===== config.mk =====
export PLATFORM = sky130hd
export DESIGN_NAME = fpu_round_flat
export DESIGN_NICKNAME = d
export VERILOG_FILES = /design/src/rtl/fpu_round_if.sv /design/src/rtl/fpu_round.sv /design/src/flat_wrapper.sv
export SDC_FILE = /design/constraint.sdc
export NUM_CORES = 1
export LEC_CHECK = 0
export CAP_MARGIN = 25
export CORE_MARGIN = 10
export CORE_UTILIZATION = 52
export CTS_CLUSTER_DIAMETER = 80
export DETAILED_ROUTE_END_ITERATION = 12
export HOLD_SLACK_MARGIN = 0.08
export MAX_ROUTING_LAYER = met4
export PLACE_DENSITY = 0.95
export SKIP_CTS_REPAIR_TIMING = 1
export SLEW_MARGIN = 40
export SYNTH_ARGS = -nofsm -noshare
export SYNTH_HDL_FRONTEND = slang
export SYNTH_SLANG_ARGS = --single-unit

===== constraint.sdc =====
create_clock -name clk -period 5.7 [get_ports clk]
set_input_delay 1.14 -clock clk [delete_from_list [all_inputs] [get_ports clk]]
set_output_delay 1.14 -clock clk [all_outputs]
set_load 0.005 [all_outputs]

===== src/rtl/fpu_round_if.sv =====
// fpu_round_if -- handshake and data bundle between the adder side, the
// rounding stage and the result consumer.
//
//   start      launch strobe, coincides with the adder's new_input
//   rm         rounding mode (00 RNE, 01 RTZ, 10 RUP, 11 RDN)
//   add_busy   adder still working; add_out not final while high
//   add_out    pre-rounded result {sign, exp[7:0], frac[22:0], G, R, S}
//   in_ready   start is accepted this cycle when high
//   res        rounded IEEE-754 single
//   res_valid  res and flags are valid
//   res_ready  consumer takes res this cycle
//   flags      {overflow, underflow, inexact}
//
// master = the environment (adder + consumer), slave = the rounding stage.
interface fpu_round_if;
  logic        start;
  logic [1:0]  rm;
  logic        add_busy;
  logic [34:0] add_out;
  logic        in_ready;
  logic [31:0] res;
  logic        res_valid;
  logic        res_ready;
  logic [2:0]  flags;

  modport master (
    output start, rm, add_busy, add_out, res_ready,
    input  in_ready, res, res_valid, flags
  );

  modport slave (
    input  start, rm, add_busy, add_out, res_ready,
    output in_ready, res, res_valid, flags
  );
endinterface


===== src/rtl/fpu_round.sv =====
// fpu_round -- final rounding stage behind a floating-point adder.
//
// Accepts a start strobe together with a rounding mode, waits for the adder
// to drop add_busy, rounds its pre-rounded {sign, exp, frac, G, R, S} output
// to an IEEE-754 single and holds the registered result until the consumer
// takes it.
//
// Ports:
//   clk  rising-edge clock
//   rst  synchronous, active-low reset
//   bus  fpu_round_if.slave (start/rm/add_busy/add_out in, in_ready/res/
//        res_valid/flags out, res_ready in)
module fpu_round (
  input  logic        clk,
  input  logic        rst,
  fpu_round_if.slave  bus
);

  localparam logic [1:0] IDLE = 2'd0;
  localparam logic [1:0] WAIT = 2'd1;
  localparam logic [1:0] HOLD = 2'd2;

  localparam logic [1:0] RM_RNE = 2'b00;
  localparam logic [1:0] RM_RTZ = 2'b01;
  localparam logic [1:0] RM_RUP = 2'b10;
  localparam logic [1:0] RM_RDN = 2'b11;

  logic [1:0]  state;
  logic [1:0]  rm_q;
  logic [31:0] res_q;
  logic [2:0]  flags_q;

  // Rounding datapath (combinational, captured when the adder settles)
  logic        sign;
  logic [7:0]  exp_in;
  logic [22:0] frac_in;
  logic        g, r, s;
  logic        grs_any;
  logic        inc;
  logic        inc_rne;
  logic        at_max;
  logic        ovf;
  logic [30:0] mag;
  logic [31:0] rnd_res;
  logic [2:0]  rnd_flags;

  assign bus.in_ready  = (state == IDLE) || (state == HOLD && bus.res_ready);
  assign bus.res_valid = (state == HOLD);
  assign bus.res       = res_q;
  assign bus.flags     = flags_q;

  // NOTE: every variable written here gets a default first, so no path
  // leaves a value unassigned and no latch is inferred.
  always_comb begin
    sign    = bus.add_out[34];
    exp_in  = bus.add_out[33:26];
    frac_in = bus.add_out[25:3];
    g       = bus.add_out[2];
    r       = bus.add_out[1];
    s       = bus.add_out[0];
    grs_any = g | r | s;

    inc_rne = g & (r | s | frac_in[0]);
    case (rm_q)
      RM_RNE:  inc = inc_rne;
      RM_RTZ:  inc = 1'b0;
      RM_RUP:  inc = ~sign & grs_any;
      default: inc = sign & grs_any;
    endcase

    // The fraction carry ripples into the exponent, which covers both the
    // subnormal->normal step and 1.fff..f -> 2.0.
    mag = {exp_in, frac_in} + {30'd0, inc};

    // With at most +1 ulp, the only finite magnitude that can reach exp FF
    // is max-finite. Overflow is judged on the mode's own rounding and also
    // on round-to-nearest, so truncating/directed modes still report a value
    // that lies beyond the halfway point above max-finite.
    at_max = (exp_in == 8'hFE) && (&frac_in);
    ovf    = at_max && (inc || inc_rne);

    rnd_res   = {sign, mag};
    rnd_flags = {1'b0, grs_any && (mag[30:23] == 8'h00), grs_any};

    if (exp_in == 8'hFF) begin
      // Inf passes through; NaN is quieted by forcing the top frac bit.
      rnd_flags = 3'b000;
      if (frac_in == 23'd0) rnd_res = {sign, 8'hFF, 23'd0};
      else                  rnd_res = {sign, 8'hFF, frac_in | 23'h400000};
    end else if (ovf) begin
      rnd_flags = 3'b101;
      case (rm_q)
        RM_RNE:  rnd_res = {sign, 8'hFF, 23'd0};
        RM_RTZ:  rnd_res = {sign, 8'hFE, 23'h7FFFFF};
        RM_RUP:  rnd_res = sign ? {1'b1, 8'hFE, 23'h7FFFFF} : {1'b0, 8'hFF, 23'd0};
        default: rnd_res = sign ? {1'b1, 8'hFF, 23'd0} : {1'b0, 8'hFE, 23'h7FFFFF};
      endcase
    end
  end

  // NOTE: sequential state uses non-blocking assignments only, so every
  // register sees the pre-edge values of the others.
  always_ff @(posedge clk) begin
    if (!rst) begin
      state   <= IDLE;
      rm_q    <= RM_RNE;
      res_q   <= 32'd0;
      flags_q <= 3'b000;
    end else begin
      case (state)
        IDLE: begin
          if (bus.start) begin
            state <= WAIT;
            rm_q  <= bus.rm;
          end
        end
        // Entered the cycle after start, so add_busy in the start cycle
        // itself is never looked at.
        WAIT: begin
          if (!bus.add_busy) begin
            state   <= HOLD;
            res_q   <= rnd_res;
            flags_q <= rnd_flags;
          end
        end
        HOLD: begin
          if (bus.res_ready) begin
            if (bus.start) begin
              state <= WAIT;
              rm_q  <= bus.rm;
            end else begin
              state <= IDLE;
            end
          end
        end
        default: state <= IDLE;
      endcase
    end
  end

endmodule


===== src/flat_wrapper.sv =====
// flat-port wrapper written by rule: the top's interface ports become plain ports
module fpu_round_flat 
  (clk, rst, bus_start, bus_rm, bus_add_busy, bus_add_out, bus_res_ready, bus_in_ready, bus_res, bus_res_valid, bus_flags);
  fpu_round_if bus_i ();
  input  logic clk;
  input  logic rst;
  input wire logic [$bits(bus_i.start)-1:0] bus_start;
  input wire logic [$bits(bus_i.rm)-1:0] bus_rm;
  input wire logic [$bits(bus_i.add_busy)-1:0] bus_add_busy;
  input wire logic [$bits(bus_i.add_out)-1:0] bus_add_out;
  input wire logic [$bits(bus_i.res_ready)-1:0] bus_res_ready;
  output wire logic [$bits(bus_i.in_ready)-1:0] bus_in_ready;
  output wire logic [$bits(bus_i.res)-1:0] bus_res;
  output wire logic [$bits(bus_i.res_valid)-1:0] bus_res_valid;
  output wire logic [$bits(bus_i.flags)-1:0] bus_flags;
  assign bus_i.start = bus_start;
  assign bus_i.rm = bus_rm;
  assign bus_i.add_busy = bus_add_busy;
  assign bus_i.add_out = bus_add_out;
  assign bus_i.res_ready = bus_res_ready;
  assign bus_in_ready = bus_i.in_ready;
  assign bus_res = bus_i.res;
  assign bus_res_valid = bus_i.res_valid;
  assign bus_flags = bus_i.flags;
  fpu_round u_core (.clk(clk), .rst(rst), .bus(bus_i));
endmodule

==> results.json <==
{
  "power_mw": 0.698,
  "final-setup-viol-count": 0,
  "vias": 3264,
  "track_usage_pct": 22.3,
  "grt.met3_usage_pct": 3.34,
  "syn_avg_cell_area_sq_um": 7.39,
  "io_pins": 79,
  "grt_pass1_wl_microns": 15600,
  "fill_cells": 446,
  "cts.reportedPaths.clkPinSlew_ns": 0.08,
  "gr-usage-met2_pct": 36.1,
  "wl_per_cell_microns": 18.8,
  "start_util_pct": 53.5,
  "ys_async_sr_fraction_pct": 0,
  "synthFlopType": "dfxtp_1",
  "cts.htree.levels": 2,
  "route.detailed.drc": 0,
  "synth.ff_latch_count": 39,
  "grt_pass1_vias": 3113,
  "critPathCaptureType": "flip-flop",
  "utilization_pct": 71.9,
  "fin_cells": 502,
  "synth_edf_count": 0,
  "drtPass1Iterations": 5,
  "grt_setup_unrepaired": "no",
  "syn_area_sq_mm": 0.00271,
  "row_count": 26,
  "grt-ovfl-total": 0,
  "core-area_sq_mm": 0.00507,
  "criticalPathCategory": "in -> reg",
  "fmax_mhz": 223,
  "drt-initial-drc-count": 368,
  "insertedDiodeCount": 0,
  "globalRouteMet1Util_pct": 27.8,
  "final_net_count": 478,
  "arrival_ns": 4.68,
  "portBuffers": 78,
  "drv_cap": 0,
  "ys_warn_count": 0,
  "hold_viol_final": 0,
  "die_h_microns": 92.2,
  "gp_congestion": 0.919,
  "drive_gt1_share_pct": 5.56,
  "pre_cts_ws_ns": 1.14,
  "startpoint_type": "input pin",
  "p_per_area_mw_per_mm2": 191,
  "grt_max_degree": 42,
  "placed_cells": 495,
  "status": "finished, final reports clean",
  "clock_path_buffers": 2,
  "slew_headroom_pct": 48.5,
  "grt_busiest_layer": "met2",
  "cts.sinks": 39,
  "min_period_ns": 4.48,
  "dieArea_sq_mm": 0.00851,
  "viasPerCell": 6.50,
  "worst_slack_ns": 1.22,
  "tightest_slew_ns": 0.772,
  "die_w_microns": 92.2,
  "cts_tree": "done",
  "wl_microns": 9430,
  "root_buffer": "clkbuf_8",
  "cp_max_fo": 5,
  "antenna_found_initial": 0,
  "hpwl_microns": 6930,
  "fin_skew_ns": 0.00930,
  "clock_latency_ns": 0.29,
  "power_leakage_nw": 1.31,
  "syn_nets": 413,
  "postSynthCellCount": 367,
  "setup_tns_ns": 0,
  "period_share_pct": 78.5,
  "postRouteAntennaNets": 0,
  "synth.distinct_cells": 47,
  "area_growth_pct": 34.6,
  "timing.hold.ws_ns": 0.469,
  "post_dp_cell_area_sq_mm": 0.00353,
  "worstPathRequired_ns": 5.91,
  "ys_seq_area_share_pct": 28.8,
  "final_area_sq_mm": 0.00365,
  "hold_class": "reg -> reg",
  "cts_made_buffers": 5,
  "ir_drop_v": 0.000141,
  "final_max_slew_viol_count": 0
}
-- where the power goes --
| group | leakage, nW | total (mW) | internal (mW) | switching, mW |
|---|---|---|---|---|
| Combinational | 0.937 | 0.168 | 0.0854 | 0.0825 |
| Clock | 0.0502 | 0.229 | 0.128 | 0.101 |
| Sequential | 0.319 | 0.301 | 0.290 | 0.0108 |
| Total | 1.31 | 0.698 | 0.504 | 0.194 |
-- flip-flops by register name, indices dropped and copies added, names as in the netlist --
signal and count:
u_core.bus.res 32, u_core.bus.flags 3, u_core.rm_q 2, u_core.state 2
-- cell usage after synthesis (4+ instances only) --
master / count / share of area, %
buf_2: 4 / 0.74
nand3_1: 14 / 2.6
or3_1: 8 / 1.8
xnor2_1: 7 / 2.3
o211ai_1: 4 / 1.1
clkbuf_1: 19 / 2.6
nand4_1: 15 / 3.5
o21ai_0: 50 / 9.2
mux2i_1: 4 / 1.5
and4_1: 4 / 1.3
a31oi_1: 28 / 6.5
nor3_1: 8 / 1.5
nor4_1: 11 / 2.5
dfxtp_1: 39 / 29
nor2b_1: 12 / 2.8
a21oi_1: 21 / 3.9
ha_1: 4 / 1.8
inv_1: 5 / 0.69
and2_1: 4 / 0.92
nand2_1: 27 / 3.7
nor2_1: 25 / 3.5
and3_1: 17 / 3.9
-- layer usage --
layer,part of all wire [%],up-vias
met3,7.7,31
li1,-,1523
met2,46,177
met1,43,1533
met5,0,-
met4,2.6,0
-- path summary, 6_finish.rpt --
path,startpoint,endpoint,slack (ns),depth (start not counted)
min reg2reg,u_core.bus.flags[2]$_SDFFE_PN0P_,u_core.bus.flags[2]$_SDFFE_PN0P_,0.47,2
min,u_core.bus.flags[2]$_SDFFE_PN0P_,u_core.bus.flags[2]$_SDFFE_PN0P_,0.47,2
max,bus_add_out[34],u_core.bus.flags[1]$_SDFFE_PN0P_,1.22,14
max reg2reg,u_core.rm_q[1]$_SDFFE_PN0P_,u_core.bus.flags[1]$_SDFFE_PN0P_,2.02,13
-- worst max-delay path: stages --
cell	delay [ns]
clkdlybuf4s50_1	0.55
inv_1	0.09
ha_1	0.29
nor2b_1	0.26
o21ai_0	0.19
nand2_1	0.13
ha_1	0.21
ha_1	0.21
nand3_1	0.19
nor4_1	0.64
nand3_1	0.18
xor2_1	0.23
o2111ai_1	0.15
o31ai_1	0.23
-- placed cells by master, fill, tap and decap left out, types with 3 or more instances in the layout --
cell	n
nor4_1	10
nand3_1	14
and3_1	17
a21oi_1	21
and4_1	4
xor2_1	3
mux2i_1	4
inv_1	5
dfxtp_1	39
or3_1	8
clkbuf_8	5
nor2_1	25
o21ai_0	50
nor3_1	7
nand4_1	15
nor2b_1	12
xnor2_1	7
ha_1	4
and2_1	4
a22oi_1	3
o211ai_1	4
nand2_1	27
nor3_2	3
clkdlybuf4s50_1	78
buf_4	5
a31oi_1	27
-- area by class of cell --
type                       count  area [sq um]  area share, %
clock inverter                 2          37.5           1.03
clock buffer                   5          68.8           1.88
sequential                    39           781           21.4
tap                           70          87.6           2.40
inverter                       5          18.8          0.514
multi-input combinational    298          1840           50.4
timing repair buffer          83           818           22.4
-- cell families after synthesis --
family / count (synthesis) / synth area share [%]
fa+ha+maj: 4 / 1.85
xor+xnor: 10 / 3.23
flops: 39 / 28.8
buf+inv: 30 / 4.47
compound gates: 122 / 27.2
mux: 4 / 1.48
simple gates: 158 / 33.0
No activity file was read; power rests on OpenSTA's default activity.
==> RTL change: new RTL, same flow settings <==
Reset style: asynchronous (`rst`), changed in one clocked block. Comments in the files are not updated.
--- a/src/rtl/fpu_round.sv
+++ b/src/rtl/fpu_round.sv
@@ -102,3 +102,3 @@
   // register sees the pre-edge values of the others.
-  always_ff @(posedge clk) begin
+  always_ff @(posedge clk or negedge rst) begin
     if (!rst) begin
Function: differs if rst is asserted again (counterexample within 4 cycles, from zero or initial values and one cycle with rst low); with rst held inactive, the same outputs for 10 cycles.
==> RTL change against the original RTL <==
- routed wire length down 8.0%
- setup slack gained 0.39 ns
- non-clock buffer count rose by 1
- sequential cell count unchanged
- design area shrank 1.1%
- hold slack better by 0.017 ns
- area after synthesis is 0.83% higher
- maximum frequency up 9.6%
- final cell count is 5.6% lower
- global-route usage fell by 1.9 points
- highest routed layer unchanged
Power is not compared: it rests on default switching activity, and its combinational part moved more than twofold at a synthesized area within 25%.
==> RTL change: results (changes against the original RTL) <==
- The routed wire length on met2 is 4150 µm (-5.4%).
- Multi-input combinational cell count: 271 (-9.1%)
* Routed length per instance: 18.3 µm (-2.6%)
* Post-DP Area: 3520 µm² (-0.46%)
- Layout-stage area growth over the synthesis result: 32.1%
- Number of clock buffers in the layout: 6 (+1)
* Fraction of area in multi-input gates: 0.450 (-0.0535)
- Buffers excl. clock: 84 (+1.2%)
- The part of the Yosys area used for sequential elements was 0.357 (+0.0690).
- Gr usage total: 0.204 (-0.0190)
* Maximum number of pins on one net before global-route repair: 40 (-4.8%)
- DR WL met3: 733 µm (+1.1%)
* Slowest cell on the critical path: sky130_fd_sc_hd__clkdlybuf4s50_1
* Compound-gate portion of the synthesized area: 0.185 (-0.0864)
* Final hold slack: 0.486 ns (+0.0167 ns)
- Final clock-cell share: 0.0242 (-0.00488)
- The most used flip-flop cell after synthesis is sky130_fd_sc_hd__dfrtp_1.
* Number of library cell types mapped by synthesis: 52 (+11%)
- The worst setup timing slack at the placement stage was 1.30 ns (+0.155 ns).
- Crit path max fanout: 7 (+2)
- Global routing usage on met2: 0.324 (-0.0365)
- The data-path buffer share of cell area in the final layout came to 0.228 (+0.00379).
- The half-perimeter wire length after placement was 6530 µm (-5.9%).
- Data arrival at the endpoint of the critical path: 4.29 ns (-0.39 ns)
* Wire length of the first global-routing pass: 14,200 µm (-9.1%)
* Core Area: 5110 µm² (+0.64%)
* Area share of xor/xnor cells in the synthesized design: 0.0480 (+0.0157)
- Max Clk Rate: 0.245 GHz (+9.6%)
* Nets in the synthesized netlist: 383 (-7.3%)
* Clock tree skew after final layout: 0.00599 ns (-0.00331 ns)
- Mean instance size in the synthesized netlist: 8.12 µm² (+9.8%)
- Gpl congestion: 0.928 (+0.97%)
- Routed vias: 2,954 (-9.5%)
* Cell Count Post-Placement: 466 (-5.9%)
- FF-to-FF setup slack: 2.44 ns (+0.42 ns)
- The adder-cell share of the synthesized area was 0.0183 (-0.000152).
- The overall routed net length was 8670 µm (-8.0%).
* Non-Clock Inverter Count: 3 (-2)
- Fraction of synthesized area in multiplexers: 0.0192 (+0.00445)
* Sequential share of cell area: 0.270 (+0.0563)
- Share of cells above drive strength 1: 0.0668 (+0.0113)
- Commonest cells in the synthesized netlist: 46 x sky130_fd_sc_hd__nor2_1, 39 x sky130_fd_sc_hd__dfrtp_1, 30 x sky130_fd_sc_hd__nand2_1, 23 x sky130_fd_sc_hd__a31oi_1
- Sum of routed wire segments on met1: 3680 µm (-9.7%)
- Run status: finished clean
- # fillers: 413 (-7.4%)
- Met3 Usage GRT: 0.0404 (+0.00694)
RTL change: cell types whose count changed after synthesis, sizes merged, moves of 5 or more:
cell / delta
xor2: +5
nor2: +22
dfrtp: +39
dfxtp: -39
a31oi: -5
o21ai: -33
a21oi: -5
and3: -14
nor2b: -7
RTL change: report_power, final:
group	leakage, nW	switching (W)	total, W	internal (W)
sequential	0.441	0.0000807	0.000481	0.000401
clock	0.0470	0.0000944	0.000189	0.0000950
combinational	0.832	0.000243	0.000587	0.000344
RTL change: path summary, 6_finish.rpt:
path	start	end
setup / recovery	bus_add_out[34]	u_core.bus.flags[1]
hold / removal	u_core.bus.res[31]	u_core.bus.res[31]
setup reg to reg	u_core.rm_q[1]	u_core.bus.flags[1]
hold reg to reg	u_core.bus.res[31]	u_core.bus.res[31]
max in group asynchronous	rst	u_core.bus.res[21]
min in group asynchronous	rst	u_core.bus.res[1]
